===== src/rtl/snn_readout_if.sv =====
// Handshake bundle between the SNN readout controller, the argmax unit and the result consumer.
interface snn_readout_if #(
  parameter int DATA_WIDTH = 32,
  parameter int ACC_WIDTH  = 32
);
  logic                    i_valid;
  logic                    i_ready;
  logic [3*DATA_WIDTH-1:0] i_logits;
  logic                    am_valid;
  logic                    am_ready;
  logic [3*ACC_WIDTH-1:0]  am_logits;
  logic                    am_o_valid;
  logic                    am_o_ready;
  logic [1:0]              am_class;
  logic                    o_valid;
  logic                    o_ready;
  logic [1:0]              o_class;
  logic                    o_busy;

  modport slave (
    input  i_valid, i_logits, am_ready, am_o_valid, am_class, o_ready,
    output i_ready, am_valid, am_logits, am_o_ready, o_valid, o_class, o_busy
  );

  modport master (
    output i_valid, i_logits, am_ready, am_o_valid, am_class, o_ready,
    input  i_ready, am_valid, am_logits, am_o_ready, o_valid, o_class, o_busy
  );
endinterface


===== src/rtl/snn_readout_ctrl.sv =====
// SNN output-layer readout: sums 3 class logits over NUM_STEPS, hands them to argmax, returns the class.
// Optional macro SNN_READOUT_SAT_EN: saturating (sticky) accumulation instead of wrap-around.
module snn_readout_ctrl #(
  parameter int DATA_WIDTH = 32,
  parameter int ACC_WIDTH  = 32,
  parameter int NUM_STEPS  = 8,
  parameter int STEP_W     = $clog2(NUM_STEPS + 1)
) (
  input  logic          clk,
  input  logic          rst_n,
  snn_readout_if.slave  bus
);
  typedef enum logic [1:0] {S_ACC, S_ISSUE, S_WAIT, S_OUT} state_e;

  localparam logic [STEP_W-1:0] LAST = STEP_W'(NUM_STEPS - 1);

  state_e                         state_q, state_d;
  logic [STEP_W-1:0]              step_q, step_d;
  logic [2:0][ACC_WIDTH-1:0]      acc_q, acc_d, upd;
  logic [1:0]                     class_q, class_d;
  logic                           first;

  assign first = (step_q == '0);

`ifdef SNN_READOUT_SAT_EN
  logic [2:0] sat_q, sat_d, sat_nx;
  localparam logic [ACC_WIDTH-1:0] ACC_MIN = {1'b1, {(ACC_WIDTH-1){1'b0}}};
  localparam logic [ACC_WIDTH-1:0] ACC_MAX = {1'b0, {(ACC_WIDTH-1){1'b1}}};
`endif

  for (genvar k = 0; k < 3; k++) begin : g_cls
    logic signed [DATA_WIDTH-1:0] lg;
    logic signed [ACC_WIDTH-1:0]  ext;
    assign lg  = bus.i_logits[k*DATA_WIDTH +: DATA_WIDTH];
    assign ext = ACC_WIDTH'(lg);
`ifdef SNN_READOUT_SAT_EN
    // One guard bit detects overflow; once clipped the lane ignores further beats this frame.
    logic signed [ACC_WIDTH:0] wide;
    logic                      ovf;
    assign wide = (ACC_WIDTH+1)'(signed'(acc_q[k])) + (ACC_WIDTH+1)'(ext);
    assign ovf  = wide[ACC_WIDTH] ^ wide[ACC_WIDTH-1];
    assign sat_nx[k] = first ? 1'b0 : (sat_q[k] | ovf);
    assign upd[k] = first    ? ext :
                    sat_q[k] ? acc_q[k] :
                    ovf      ? (wide[ACC_WIDTH] ? ACC_MIN : ACC_MAX) :
                               wide[ACC_WIDTH-1:0];
`else
    assign upd[k] = first ? ext : acc_q[k] + ext;
`endif
  end

  always_comb begin
    state_d = state_q;
    step_d  = step_q;
    acc_d   = acc_q;
    class_d = class_q;
`ifdef SNN_READOUT_SAT_EN
    sat_d   = sat_q;
`endif
    case (state_q)
      S_ACC: if (bus.i_valid) begin
        acc_d = upd;
`ifdef SNN_READOUT_SAT_EN
        sat_d = sat_nx;
`endif
        if (step_q == LAST) begin
          step_d  = '0;
          state_d = S_ISSUE;
        end else begin
          step_d = step_q + STEP_W'(1);
        end
      end
      S_ISSUE: if (bus.am_ready) state_d = S_WAIT;
      S_WAIT: if (bus.am_o_valid) begin
        class_d = bus.am_class;
        state_d = S_OUT;
      end
      S_OUT: if (bus.o_ready) state_d = S_ACC;
      default: state_d = S_ACC;
    endcase
  end

  always_ff @(posedge clk or negedge rst_n) begin
    if (!rst_n) begin
      state_q <= S_ACC;
      step_q  <= '0;
      acc_q   <= '0;
      class_q <= '0;
`ifdef SNN_READOUT_SAT_EN
      sat_q   <= '0;
`endif
    end else begin
      state_q <= state_d;
      step_q  <= step_d;
      acc_q   <= acc_d;
      class_q <= class_d;
`ifdef SNN_READOUT_SAT_EN
      sat_q   <= sat_d;
`endif
    end
  end

  assign bus.i_ready    = (state_q == S_ACC);
  assign bus.am_valid   = (state_q == S_ISSUE);
  assign bus.am_o_ready = (state_q == S_WAIT);
  assign bus.o_valid    = (state_q == S_OUT);
  assign bus.am_logits  = {acc_q[2], acc_q[1], acc_q[0]};
  assign bus.o_class    = class_q;
  assign bus.o_busy     = (step_q != '0) || (state_q != S_ACC);
endmodule


===== src/flat_wrapper.sv =====
// flat-port wrapper written by rule: the top's interface ports become plain ports
module snn_readout_ctrl_flat 
#(
  parameter int DATA_WIDTH = 32,
  parameter int ACC_WIDTH  = 32,
  parameter int NUM_STEPS  = 8,
  parameter int STEP_W     = $clog2(NUM_STEPS + 1)
)
  (clk, rst_n, bus_i_valid, bus_i_logits, bus_am_ready, bus_am_o_valid, bus_am_class, bus_o_ready, bus_i_ready, bus_am_valid, bus_am_logits, bus_am_o_ready, bus_o_valid, bus_o_class, bus_o_busy);
  snn_readout_if #(.DATA_WIDTH(DATA_WIDTH), .ACC_WIDTH(ACC_WIDTH)) bus_i ();
  input  logic clk;
  input  logic rst_n;
  input wire logic [$bits(bus_i.i_valid)-1:0] bus_i_valid;
  input wire logic [$bits(bus_i.i_logits)-1:0] bus_i_logits;
  input wire logic [$bits(bus_i.am_ready)-1:0] bus_am_ready;
  input wire logic [$bits(bus_i.am_o_valid)-1:0] bus_am_o_valid;
  input wire logic [$bits(bus_i.am_class)-1:0] bus_am_class;
  input wire logic [$bits(bus_i.o_ready)-1:0] bus_o_ready;
  output wire logic [$bits(bus_i.i_ready)-1:0] bus_i_ready;
  output wire logic [$bits(bus_i.am_valid)-1:0] bus_am_valid;
  output wire logic [$bits(bus_i.am_logits)-1:0] bus_am_logits;
  output wire logic [$bits(bus_i.am_o_ready)-1:0] bus_am_o_ready;
  output wire logic [$bits(bus_i.o_valid)-1:0] bus_o_valid;
  output wire logic [$bits(bus_i.o_class)-1:0] bus_o_class;
  output wire logic [$bits(bus_i.o_busy)-1:0] bus_o_busy;
  assign bus_i.i_valid = bus_i_valid;
  assign bus_i.i_logits = bus_i_logits;
  assign bus_i.am_ready = bus_am_ready;
  assign bus_i.am_o_valid = bus_am_o_valid;
  assign bus_i.am_class = bus_am_class;
  assign bus_i.o_ready = bus_o_ready;
  assign bus_i_ready = bus_i.i_ready;
  assign bus_am_valid = bus_i.am_valid;
  assign bus_am_logits = bus_i.am_logits;
  assign bus_am_o_ready = bus_i.am_o_ready;
  assign bus_o_valid = bus_i.o_valid;
  assign bus_o_class = bus_i.o_class;
  assign bus_o_busy = bus_i.o_busy;
  snn_readout_ctrl #(.DATA_WIDTH(DATA_WIDTH), .ACC_WIDTH(ACC_WIDTH), .NUM_STEPS(NUM_STEPS), .STEP_W(STEP_W)) u_core (.clk(clk), .rst_n(rst_n), .bus(bus_i));
endmodule

===== config.mk =====
export PLATFORM = sky130hd
export DESIGN_NAME = snn_readout_ctrl_flat
export DESIGN_NICKNAME = d
export VERILOG_FILES = /design/src/rtl/snn_readout_if.sv /design/src/rtl/snn_readout_ctrl.sv /design/src/flat_wrapper.sv
export SDC_FILE = /design/constraint.sdc
export NUM_CORES = 1
export LEC_CHECK = 0
export BUFFER_PORTS_ARGS = -buffer_cell sky130_fd_sc_hd__clkbuf_2
export CAP_MARGIN = 10
export CORE_AREA = 4 4 182 184
export CTS_CLUSTER_SIZE = 24
export DETAILED_ROUTE_END_ITERATION = 10
export DIE_AREA = 0 0 186 188
export PLACE_DENSITY = 0.56
export SLEW_MARGIN = 20
export SYNTH_ARGS = -nofsm -noshare
export SYNTH_HDL_FRONTEND = slang
export SYNTH_SLANG_ARGS = --single-unit

===== constraint.sdc =====
create_clock -name clk -period 3.4 [get_ports clk]
set_clock_uncertainty 0.1 [all_clocks]
set_input_delay 0.17 -clock clk [delete_from_list [all_inputs] [get_ports clk]]
set_output_delay 0.17 -clock clk [all_outputs]
set_load 0.1 [all_outputs]

Yosys cells after proc, flatten, opt, wreduce, memory -nomap -nowiden

Index checks and enable logic that the tools add are counted.
Widths: inputs -> output; s select.

Bits in latches: 0
Logic and storage cells: 37
Memory bits (read-only): 0
Flip-flop bits (word level): 104
Memories: 0
Bits in writable memories: 0

Mux-type cells: 10
Bitwise logic cells: 0
Add/sub/neg operators: 4
Divide/modulo/power cells: 0
Reduce and logical (&&, ||, !) cells: 8
Shift operators: 0
Multipliers: 0
Equality and inequality tests: 9
Magnitude comparators: 0

Operator list:

| kind                | number |
|---|---|
| $add 32x32->32      | 3 |
| $mux 32             | 3 |
| $mux 2              | 5 |
| $ne 2x2->1 const B  | 4 |
| $pmux 2 s4          | 1 |
| $reduce_and 5->1    | 1 |
| $add 4x1->4 const B | 1 |
| $eq 2x2->1 const B  | 2 |
| $eq 4x3->1 const B  | 1 |
| $logic_not 4->1     | 1 |
| $mux 4              | 1 |
| $reduce_and 2->1    | 2 |
| $reduce_bool 4->1   | 1 |
| $eq 2x1->1 const B  | 1 |
| $logic_not 2->1     | 1 |
| $ne 2x1->1 const B  | 1 |
| $reduce_bool 2->1   | 1 |
| $logic_or 1x1->1    | 1 |

Logic depth before layout (Yosys ltp)

Gate-level depths: netlist (run 1).

Word-level depth: 4
Gate-level depth with buffers: 12
Depth with buffers taken out: 12

Least setup slack after synthesis (run 1)

No wires, ideal clock.

Path kind: register -> register
Start: reg u_core.acc_q (netlist bit u_core.bus.am_logits[64])
End: reg u_core.acc_q (netlist bit u_core.bus.am_logits[94])
Arrival time: 3.510 ns
Setup time: 0.086 ns
Path buffers: 0
Cell stages (with the launch flop): 13
Data required time: 3.214 ns
Clock period less this slack: 3.696 ns
Path slack: -0.296 ns
Path through: dfrtp_1 > ha_1 > fa_1 > a211oi_1 > nor2_1 > nor4_1 > o31ai_1 > a211o_1 > a221o_1 > a311oi_2 > xnor2_1 > nor2_1 > nor3_1

Cells in the longest elaborated chain, start to end: 2

RTL lines:

| item                   | line                   | RTL |
|---|---|---|
| from (decl)            | snn_readout_ctrl.sv:19 | `logic [2:0][ACC_WIDTH-1:0] acc_q, acc_d, upd;` |
| from (signal assigned) | snn_readout_ctrl.sv:87 | `acc_q <= '0;` |
| from (signal assigned) | snn_readout_ctrl.sv:95 | `acc_q <= acc_d;` |
| $add 32x32->32         | snn_readout_ctrl.sv:48 | `assign upd[k] = first ? ext : acc_q[k] + ext;` |
| $mux 32                | snn_readout_ctrl.sv:48 |  |

Every way passes these cells.
A chain may end at the register's enable or synchronous reset.

Worst setup path after layout (run 1)

Same ends and word-level chain as after synthesis.

==> flow_results.xml, run 1 <==
<?xml version="1.0" encoding="UTF-8"?>
<metrics>
  <group name="die">
    <metric name="design.portCount" unit="">207</metric>
    <metric name="start_util" unit="">0.297</metric>
    <metric name="die_x" unit="um">186</metric>
    <metric name="die_area" unit="um^2">35000</metric>
    <metric name="floorplan.rows" unit="">65</metric>
    <metric name="core_area" unit="um^2">31400</metric>
    <metric name="floorplan.die.height" unit="um">188</metric>
  </group>
  <group name="sta">
    <metric name="rsz0062_at_grt" unit="">true</metric>
    <metric name="slew_viol_final" unit="">0</metric>
    <metric name="finalSetupTns" unit="ns">0</metric>
    <metric name="timing.final.crit_share" unit="">0.950</metric>
    <metric name="achievable-frequency" unit="GHz">0.310</metric>
    <metric name="worstMarginPinSlew" unit="ns">0.842</metric>
    <metric name="setup_viol" unit="">0</metric>
    <metric name="final_hold_viol_count" unit="">0</metric>
    <metric name="worst_slew_margin_rel" unit="">0.439</metric>
    <metric name="period_needed" unit="ns">3.23</metric>
  </group>
  <group name="logic_synthesis">
    <metric name="ys_seq_area_frac" unit="">0.279</metric>
    <metric name="synth_enable_flop_cells" unit="">0</metric>
    <metric name="postSynthAreaPerCell" unit="um^2">7.91</metric>
    <metric name="mappedNetlistNets" unit="">1385</metric>
    <metric name="ys.warnings.count" unit="">0</metric>
    <metric name="postSynthRegisterBits" unit="">104</metric>
    <metric name="synth_cell_types" unit="">59</metric>
    <metric name="synth_cells" unit="">1179</metric>
    <metric name="yosys_most_used_dff" unit="">sky130_fd_sc_hd__dfrtp_1</metric>
    <metric name="synthesis.area" unit="um^2">9320</metric>
    <metric name="synthArstFlopShare" unit="">1.00</metric>
  </group>
  <group name="detailed_routing">
    <metric name="drt-pass1-iter-count" unit="">5</metric>
    <metric name="drt-total-wl" unit="mm">28.5</metric>
    <metric name="drt-met1-wl" unit="mm">13.8</metric>
    <metric name="viasPerCell" unit="">5.14</metric>
    <metric name="post_drt_wl_per_cell" unit="um">15.7</metric>
    <metric name="drtIter0Drc" unit="">546</metric>
    <metric name="met2WireLength" unit="mm">12.8</metric>
    <metric name="highest-signal-layer" unit="">met4</metric>
    <metric name="wl_met3" unit="mm">1.71</metric>
    <metric name="drc" unit="">0</metric>
    <metric name="antenna_violating_nets_post_route" unit="">0</metric>
    <metric name="vias" unit="">9343</metric>
  </group>
  <group name="setup_path">
    <metric name="path_class" unit="">flip-flop to flip-flop</metric>
    <metric name="worst-r2r-setup-slack" unit="ns">0.17</metric>
    <metric name="worst_ep_arrival_time" unit="ns">3.41</metric>
    <metric name="worstSetupStartpointType" unit="">flip-flop</metric>
    <metric name="worst_setup_path_end_kind" unit="">flip-flop</metric>
    <metric name="worstPathRequired" unit="ns">3.58</metric>
    <metric name="critPathMaxFanout" unit="">3</metric>
  </group>
  <group name="layout">
    <metric name="utilization_of_the_core_after_routing" unit="">0.374</metric>
    <metric name="final_net_count" unit="">1616</metric>
    <metric name="instances_no_fill" unit="">1818</metric>
    <metric name="area_delta_synth_final" unit="%">26.1</metric>
    <metric name="layout-drive-gt1-share" unit="">0.202</metric>
  </group>
  <group name="hold_path">
    <metric name="timing.hold.worst.class" unit="">input pin to flip-flop</metric>
  </group>
  <group name="clock_network">
    <metric name="tritoncts.num_buffers" unit="">9</metric>
    <metric name="clock_tree_from_tritoncts" unit="">built</metric>
    <metric name="cts_buffer_depth" unit="">2</metric>
    <metric name="htreeDepth" unit="">3</metric>
    <metric name="cts-root-buf" unit="">sky130_fd_sc_hd__clkbuf_16</metric>
    <metric name="cts_num_sinks" unit="">104</metric>
    <metric name="cts.reportedPaths.clkPinSlew" unit="ns">0.07</metric>
    <metric name="clock_latency_at_the_later_pin_of_the_worst_skew_pair" unit="ns">0.37</metric>
  </group>
  <group name="global_routing">
    <metric name="number_of_antenna_violations_at_the_first_check_in_global_routing" unit="">0</metric>
    <metric name="gr-total-overflow" unit="">0</metric>
    <metric name="global_route_wire_length_before_repair" unit="mm">47.0</metric>
    <metric name="via_count_of_the_first_global_routing_pass" unit="">9132</metric>
    <metric name="grt_usage" unit="">0.162</metric>
    <metric name="grt_max_degree" unit="">82</metric>
  </group>
  <group name="run_status">
    <metric name="outcome" unit="">complete, no violations</metric>
  </group>
  <group name="placement">
    <metric name="placed_cells" unit="">1748</metric>
    <metric name="finalWeightedCongestion" unit="">0.862</metric>
    <metric name="place.detailed.hpwl" unit="mm">21.0</metric>
    <metric name="buffer_ports.inserted" unit="">206</metric>
  </group>
  <group name="job">
    <metric name="drv.max_cap_violation_count" unit="">0</metric>
  </group>
</metrics>
-- routing by layer --
metal	global-route usage	vias to the layer above
met2	0.259	218
met5	0	-
met3	0.0417	16
li1	-	4751
met1	0.225	4358
met4	0.0283	0
-- critical path, cell delays in order (launching register included) --
cell,delay [ns]
sky130_fd_sc_hd__dfrtp_2,0.43
sky130_fd_sc_hd__ha_4,0.17
sky130_fd_sc_hd__fa_2,0.37
sky130_fd_sc_hd__a211oi_2,0.21
sky130_fd_sc_hd__nor2_2,0.08
sky130_fd_sc_hd__nor4_4,0.31
sky130_fd_sc_hd__o31ai_4,0.11
sky130_fd_sc_hd__a211o_1,0.35
sky130_fd_sc_hd__a221o_1,0.34
sky130_fd_sc_hd__a311oi_2,0.27
sky130_fd_sc_hd__xnor2_1,0.16
sky130_fd_sc_hd__nor2_1,0.07
sky130_fd_sc_hd__nor3_1,0.20
-- cells in the final DEF, fill, tap and decap left out, drive strengths merged, types with 5 or more instances in the layout --
| master | instances |
|---|---|
| inv | 13 |
| dlygate4sd3 | 52 |
| and3 | 26 |
| a21o | 69 |
| and4 | 6 |
| mux2 | 5 |
| buf | 23 |
| nand4 | 11 |
| nand2 | 152 |
| xnor2 | 47 |
| a211oi | 13 |
| o21ai | 104 |
| o21a | 8 |
| nor2 | 104 |
| a21oi | 155 |
| dfrtp | 104 |
| o21bai | 9 |
| ha | 99 |
| o221ai | 5 |
| nor2b | 12 |
| nand3 | 24 |
| and2 | 6 |
| nor3 | 14 |
| clkbuf | 215 |
| xor2 | 32 |
| a311oi | 7 |
| a31oi | 25 |
| nand2b | 13 |
-- final cells by class --
type,instances,area (um^2)
inverter,13,48.8
sequential,104,2620
timing repair buffer,280,1750
clock inverter,4,45.0
multi-input combinational,1002,6540
fill,3284,19600
antenna,2,5.00
clock buffer,11,243
tap,402,503
-- cells by family after synthesis --
family                   after synthesis  synth area share
XOR/XNOR                              79            0.0742
buffers and inverters                 73            0.0297
flip-flops                           104             0.279
multiplexers                           8           0.00926
adder cells (fa/ha/maj)              102             0.139
AO/OA/AOI/OAI                        434             0.286
AND/OR/NAND/NOR                      379             0.183
-- registers in the layout (all words and copies together), names as in the netlist --
signal / count
u_core.bus.am_logits: 96
u_core.step_q: 4
u_core.bus.o_class: 2
u_core.state_q: 2
-- per-stage QoR --
step / setup slack, ns / hold WS, ns / cell area (um^2)
after CTS: 0.0267 / 0.00000508 / 11700
after global placement: 0.125 / 0.0660 / 10800
after detailed placement: 0.00957 / 0.0637 / 10800
after global routing: -0.0177 / 0.0183 / 11700
final: 0.171 / 0.0178 / 11800
after floorplan: -0.122 / -0.226 / 9340
-- synthesized netlist by cell type (3+ instances only) --
| cell | instances | area [um^2] |
|---|---|---|
| sky130_fd_sc_hd__a211oi_1 | 13 | 97.6 |
| sky130_fd_sc_hd__mux2_2 | 5 | 56.3 |
| sky130_fd_sc_hd__ha_1 | 99 | 1240 |
| sky130_fd_sc_hd__a311oi_1 | 5 | 43.8 |
| sky130_fd_sc_hd__a41o_1 | 4 | 40.0 |
| sky130_fd_sc_hd__fa_1 | 3 | 60.1 |
| sky130_fd_sc_hd__nor2_1 | 104 | 390 |
| sky130_fd_sc_hd__nand2_1 | 152 | 571 |
| sky130_fd_sc_hd__o21ai_0 | 103 | 515 |
| sky130_fd_sc_hd__o211ai_1 | 3 | 22.5 |
| sky130_fd_sc_hd__a211o_1 | 4 | 35.0 |
| sky130_fd_sc_hd__nand3_1 | 24 | 120 |
| sky130_fd_sc_hd__nand4_1 | 11 | 68.8 |
| sky130_fd_sc_hd__nor3_1 | 14 | 70.1 |
| sky130_fd_sc_hd__o31a_1 | 3 | 26.3 |
| sky130_fd_sc_hd__a21oi_1 | 155 | 776 |
| sky130_fd_sc_hd__dfrtp_1 | 104 | 2600 |
| sky130_fd_sc_hd__and3_1 | 26 | 163 |
| sky130_fd_sc_hd__mux2i_1 | 3 | 30.0 |
| sky130_fd_sc_hd__o221ai_1 | 5 | 43.8 |
| sky130_fd_sc_hd__a21o_1 | 69 | 518 |
| sky130_fd_sc_hd__inv_1 | 13 | 48.8 |
| sky130_fd_sc_hd__o31ai_1 | 4 | 30.0 |
| sky130_fd_sc_hd__and4_1 | 6 | 52.6 |
| sky130_fd_sc_hd__nand2b_1 | 13 | 81.3 |
| sky130_fd_sc_hd__nor4_1 | 3 | 18.8 |
| sky130_fd_sc_hd__clkbuf_1 | 56 | 210 |
| sky130_fd_sc_hd__xor2_1 | 32 | 280 |
| sky130_fd_sc_hd__o21bai_1 | 9 | 67.6 |
| sky130_fd_sc_hd__xnor2_1 | 47 | 412 |
| sky130_fd_sc_hd__and2_1 | 6 | 37.5 |
| sky130_fd_sc_hd__o21a_1 | 8 | 60.1 |
| sky130_fd_sc_hd__nor2b_1 | 12 | 75.1 |
| sky130_fd_sc_hd__a31oi_1 | 25 | 156 |
-- timing repair --
item	in CTS	in global routing
pin swaps	0	12
hold buffers	53	0
setup buffers	0	1
resized for setup	2	17
endpoints found under the hold margin	78	0
cloned	0	0
setup endpoints to repair	1	11
-- path summary, 6_finish.rpt --
| path | from | endpoint | cells after the start |
|---|---|---|---|
| worst min-delay path | bus_i_logits[78] | u_core.bus.am_logits[78]$_DFFE_PN0P_ | 3 |
| max in group asynchronous | rst_n | u_core.bus.am_logits[64]$_DFFE_PN0P_ | 3 |
| worst min register to register | u_core.bus.am_logits[43]$_DFFE_PN0P_ | u_core.bus.am_logits[43]$_DFFE_PN0P_ | 2 |
| worst max-delay path | u_core.bus.am_logits[64]$_DFFE_PN0P_ | u_core.bus.am_logits[94]$_DFFE_PN0P_ | 12 |
| min in group asynchronous | rst_n | u_core.bus.am_logits[19]$_DFFE_PN0P_ | 2 |
| worst max register to register | u_core.bus.am_logits[64]$_DFFE_PN0P_ | u_core.bus.am_logits[94]$_DFFE_PN0P_ | 12 |
Power of run 1 is not shown: default switching activity piles up to over one toggle a cycle in this logic, so the estimate is an artifact.
==> inputs of run 2 (changes only) <==
--- a/config.mk
+++ b/config.mk
@@ -11,6 +11,7 @@
 export CTS_CLUSTER_SIZE = 24
 export DETAILED_ROUTE_END_ITERATION = 10
 export DIE_AREA = 0 0 186 188
+export MAX_ROUTING_LAYER = met4
 export PLACE_DENSITY = 0.56
 export SLEW_MARGIN = 20
 export SYNTH_ARGS = -nofsm -noshare
==> constraint.sdc (replaced) <==
create_clock -name clk -period 3.4 [get_ports clk]
set_clock_uncertainty 0.1 [all_clocks]
set_input_delay 0.17 -clock clk [delete_from_list [all_inputs] [get_ports clk]]
set_output_delay 0.17 -clock clk [all_outputs]
set_load 0.005 [all_outputs]
==> run 2 against run 1 <==
  * Critical path depth is 1 higher
  * Register-to-register slack gained 0.04 ns
  * Cell count barely moved
  * Sequential cell count did not move
  * Global-route usage increased by 0.48 points
  * Maximum frequency grew 1.2%
  * Core utilization up 0.28 points
  * Setup slack improved by 0.039 ns
  * Count of clock-buffer cells in the layout is 1 lower
  * Critical path type is now input pin to flip-flop
  * Highest routed layer unchanged
==> flow_results.xml, run 2 (synthesis results as in run 1) <==
<?xml version="1.0" encoding="UTF-8"?>
<metrics>
  <group name="run_status">
    <metric name="outcome" unit="">complete, no violations</metric>
  </group>
  <group name="die">
    <metric name="start_util" unit="">0.297</metric>
    <metric name="core_area" unit="um^2">31400</metric>
    <metric name="die_area" unit="um^2">35000</metric>
    <metric name="die_x" unit="um">186</metric>
    <metric name="floorplan.rows" unit="">65</metric>
    <metric name="floorplan.die.height" unit="um">188</metric>
    <metric name="design.portCount" unit="">207</metric>
  </group>
  <group name="detailed_routing">
    <metric name="drt-pass1-iter-count" unit="">5</metric>
    <metric name="drt-total-wl" unit="mm">28.6</metric>
    <metric name="vias" unit="">9409</metric>
    <metric name="drtIter0Drc" unit="">407</metric>
    <metric name="viasPerCell" unit="">5.17</metric>
    <metric name="post_drt_wl_per_cell" unit="um">15.7</metric>
    <metric name="antenna_violating_nets_post_route" unit="">0</metric>
    <metric name="drc" unit="">0</metric>
  </group>
  <group name="sta">
    <metric name="setup_viol" unit="">0</metric>
    <metric name="slew_viol_final" unit="">0</metric>
    <metric name="worstMarginPinSlew" unit="ns">0.745</metric>
    <metric name="hold_ws" unit="ns">0.0159</metric>
    <metric name="achievable-frequency" unit="GHz">0.313</metric>
    <metric name="finalSetupTns" unit="ns">0</metric>
    <metric name="rsz0062_at_grt" unit="">true</metric>
    <metric name="period_needed" unit="ns">3.19</metric>
    <metric name="final_hold_viol_count" unit="">0</metric>
    <metric name="worst_slew_margin_rel" unit="">0.504</metric>
    <metric name="timing.final.crit_share" unit="">0.938</metric>
  </group>
  <group name="setup_path">
    <metric name="critPathMaxFanout" unit="">3</metric>
    <metric name="worst_setup_path_end_kind" unit="">flip-flop</metric>
    <metric name="crit_path_start" unit="">bus_i_logits[64]</metric>
    <metric name="worstPathRequired" unit="ns">3.59</metric>
    <metric name="path_class" unit="">input pin to flip-flop</metric>
    <metric name="worstSetupStartpointType" unit="">input pin</metric>
    <metric name="worst-r2r-setup-slack" unit="ns">0.21</metric>
    <metric name="worst_ep_arrival_time" unit="ns">3.38</metric>
    <metric name="worstReg2RegStart" unit="">u_core.bus.am_logits[3]$_DFFE_PN0P_</metric>
  </group>
  <group name="hold_path">
    <metric name="worstHoldStart" unit="">bus_i_logits[43]</metric>
    <metric name="timing.hold.worst.class" unit="">input pin to flip-flop</metric>
  </group>
  <group name="layout">
    <metric name="num-fill-cells" unit="">3299</metric>
    <metric name="utilization_of_the_core_after_routing" unit="">0.377</metric>
    <metric name="most_common_library_cell_in_the_layout_ignoring_fill_and_taps" unit="">sky130_fd_sc_hd__clkbuf_2</metric>
    <metric name="layout.cells.most_common_list" unit="">sky130_fd_sc_hd__clkbuf_2 (204), sky130_fd_sc_hd__a21oi_1 (153), sky130_fd_sc_hd__nand2_1 (150)</metric>
    <metric name="insertedDiodeCount" unit="">0</metric>
    <metric name="area_delta_synth_final" unit="%">27.1</metric>
    <metric name="instances_no_fill" unit="">1819</metric>
    <metric name="layout-drive-gt1-share" unit="">0.194</metric>
    <metric name="largest_register_ffs" unit="">96</metric>
    <metric name="final_net_count" unit="">1618</metric>
  </group>
  <group name="clock_network">
    <metric name="cts_buffer_depth" unit="">2</metric>
    <metric name="htreeDepth" unit="">3</metric>
    <metric name="cts_num_sinks" unit="">104</metric>
    <metric name="clock_tree_from_tritoncts" unit="">built</metric>
    <metric name="cts.reportedPaths.clkPinSlew" unit="ns">0.08</metric>
    <metric name="tritoncts.num_buffers" unit="">9</metric>
    <metric name="clock_latency_at_the_later_pin_of_the_worst_skew_pair" unit="ns">0.37</metric>
    <metric name="cts-root-buf" unit="">sky130_fd_sc_hd__clkbuf_16</metric>
  </group>
  <group name="global_routing">
    <metric name="number_of_antenna_violations_at_the_first_check_in_global_routing" unit="">0</metric>
    <metric name="global_route_wire_length_before_repair" unit="mm">47.3</metric>
    <metric name="gr-total-overflow" unit="">0</metric>
    <metric name="grt_max_degree" unit="">70</metric>
    <metric name="via_count_of_the_first_global_routing_pass" unit="">9402</metric>
    <metric name="grt_usage" unit="">0.167</metric>
  </group>
  <group name="placement">
    <metric name="finalWeightedCongestion" unit="">0.878</metric>
    <metric name="placed_cells" unit="">1748</metric>
    <metric name="place.detailed.hpwl" unit="mm">21.3</metric>
    <metric name="buffer_ports.inserted" unit="">206</metric>
  </group>
  <group name="pwr">
    <metric name="powerDensity" unit="nW/um^2">995</metric>
    <metric name="total_leakage_power" unit="nW">5.88</metric>
    <metric name="ir_worst_vdd" unit="V">0.000610</metric>
    <metric name="power.total" unit="W">0.0118</metric>
  </group>
  <group name="job">
    <metric name="drv.max_cap_violation_count" unit="">0</metric>
  </group>
</metrics>
## run 2: cell count changes in the layout (fill, tap and decap cells not counted), sizes merged
cell,previous run,this run
diode,2,0
dlymetal6s4s,1,0
clkbuf,215,214
buf,23,25
dlygate4sd3,52,53
clkinv,3,1
bufinv,1,5
## run 2: final timing paths
check | endpoint | cells after the start
max | u_core.bus.am_logits[94]$_DFFE_PN0P_ | 13
min | u_core.bus.am_logits[43]$_DFFE_PN0P_ | 3
max reg2reg | u_core.bus.am_logits[31]$_DFFE_PN0P_ | 12
min reg2reg | u_core.bus.am_logits[66]$_DFFE_PN0P_ | 2
max in group asynchronous | u_core.bus.am_logits[68]$_DFFE_PN0P_ | 3
min in group asynchronous | u_core.bus.am_logits[16]$_DFFE_PN0P_ | 2
## run 2: per-layer routing
layer / wire [um] / part of all wire / global-route usage
met4: 333 / 0.012 / 0.0401
met2: 13100 / 0.46 / 0.264
met1: 13900 / 0.49 / 0.224
met3: 1320 / 0.046 / 0.0264
met5: 0 / 0 / -
## run 2: layout make-up
class / instances / area [um^2] / area share
clock buffer: 10 / 229 / 0.0193
clock inverter: 6 / 155 / 0.0131
inverter: 13 / 48.8 / 0.00412
multi-input combinational: 1002 / 6540 / 0.552
sequential: 104 / 2600 / 0.220
tap: 402 / 503 / 0.0425
timing repair buffer: 282 / 1760 / 0.149
## run 2: what timing repair did
action                                  CTS  global route
hold buffers                             53             0
hold endpoints to repair                 97             0
pin swaps                                 0            13
setup buffers                             0             3
resized for setup                         3            15
endpoints found under the setup margin    2             9
gates cloned                              0             0
## run 2: where the power goes
group / switching (W) / total [W] / internal (W)
clock: 0.000542 / 0.00141 / 0.000870
sequential: 0.000559 / 0.00241 / 0.00185
combinational: 0.00444 / 0.00797 / 0.00352
total: 0.00554 / 0.0118 / 0.00624
## run 2: worst max-delay path, stage by stage
cell and delay [ns]:
sky130_fd_sc_hd__dlygate4sd3_1 0.61, sky130_fd_sc_hd__ha_4 0.20, sky130_fd_sc_hd__fa_2 0.36, sky130_fd_sc_hd__a211oi_2 0.21, sky130_fd_sc_hd__nor2_2 0.08, sky130_fd_sc_hd__nor4_4 0.27
sky130_fd_sc_hd__o31ai_4 0.13, sky130_fd_sc_hd__a211o_1 0.34, sky130_fd_sc_hd__a221o_1 0.34, sky130_fd_sc_hd__a311oi_2 0.27, sky130_fd_sc_hd__xnor2_1 0.15, sky130_fd_sc_hd__nor2_1 0.06
sky130_fd_sc_hd__nor3_1 0.18
## run 2: metrics by stage
stage                     setup WS, ns  instance area [um^2]
after floorplan                  0.235                  9320
after global placement          0.0578                 10800
after detailed placement        0.0253                 10800
after CTS                       0.0416                 11800
after global routing           -0.0166                 11800
final                            0.210                 11800
Power figures use the tool's default switching activity.
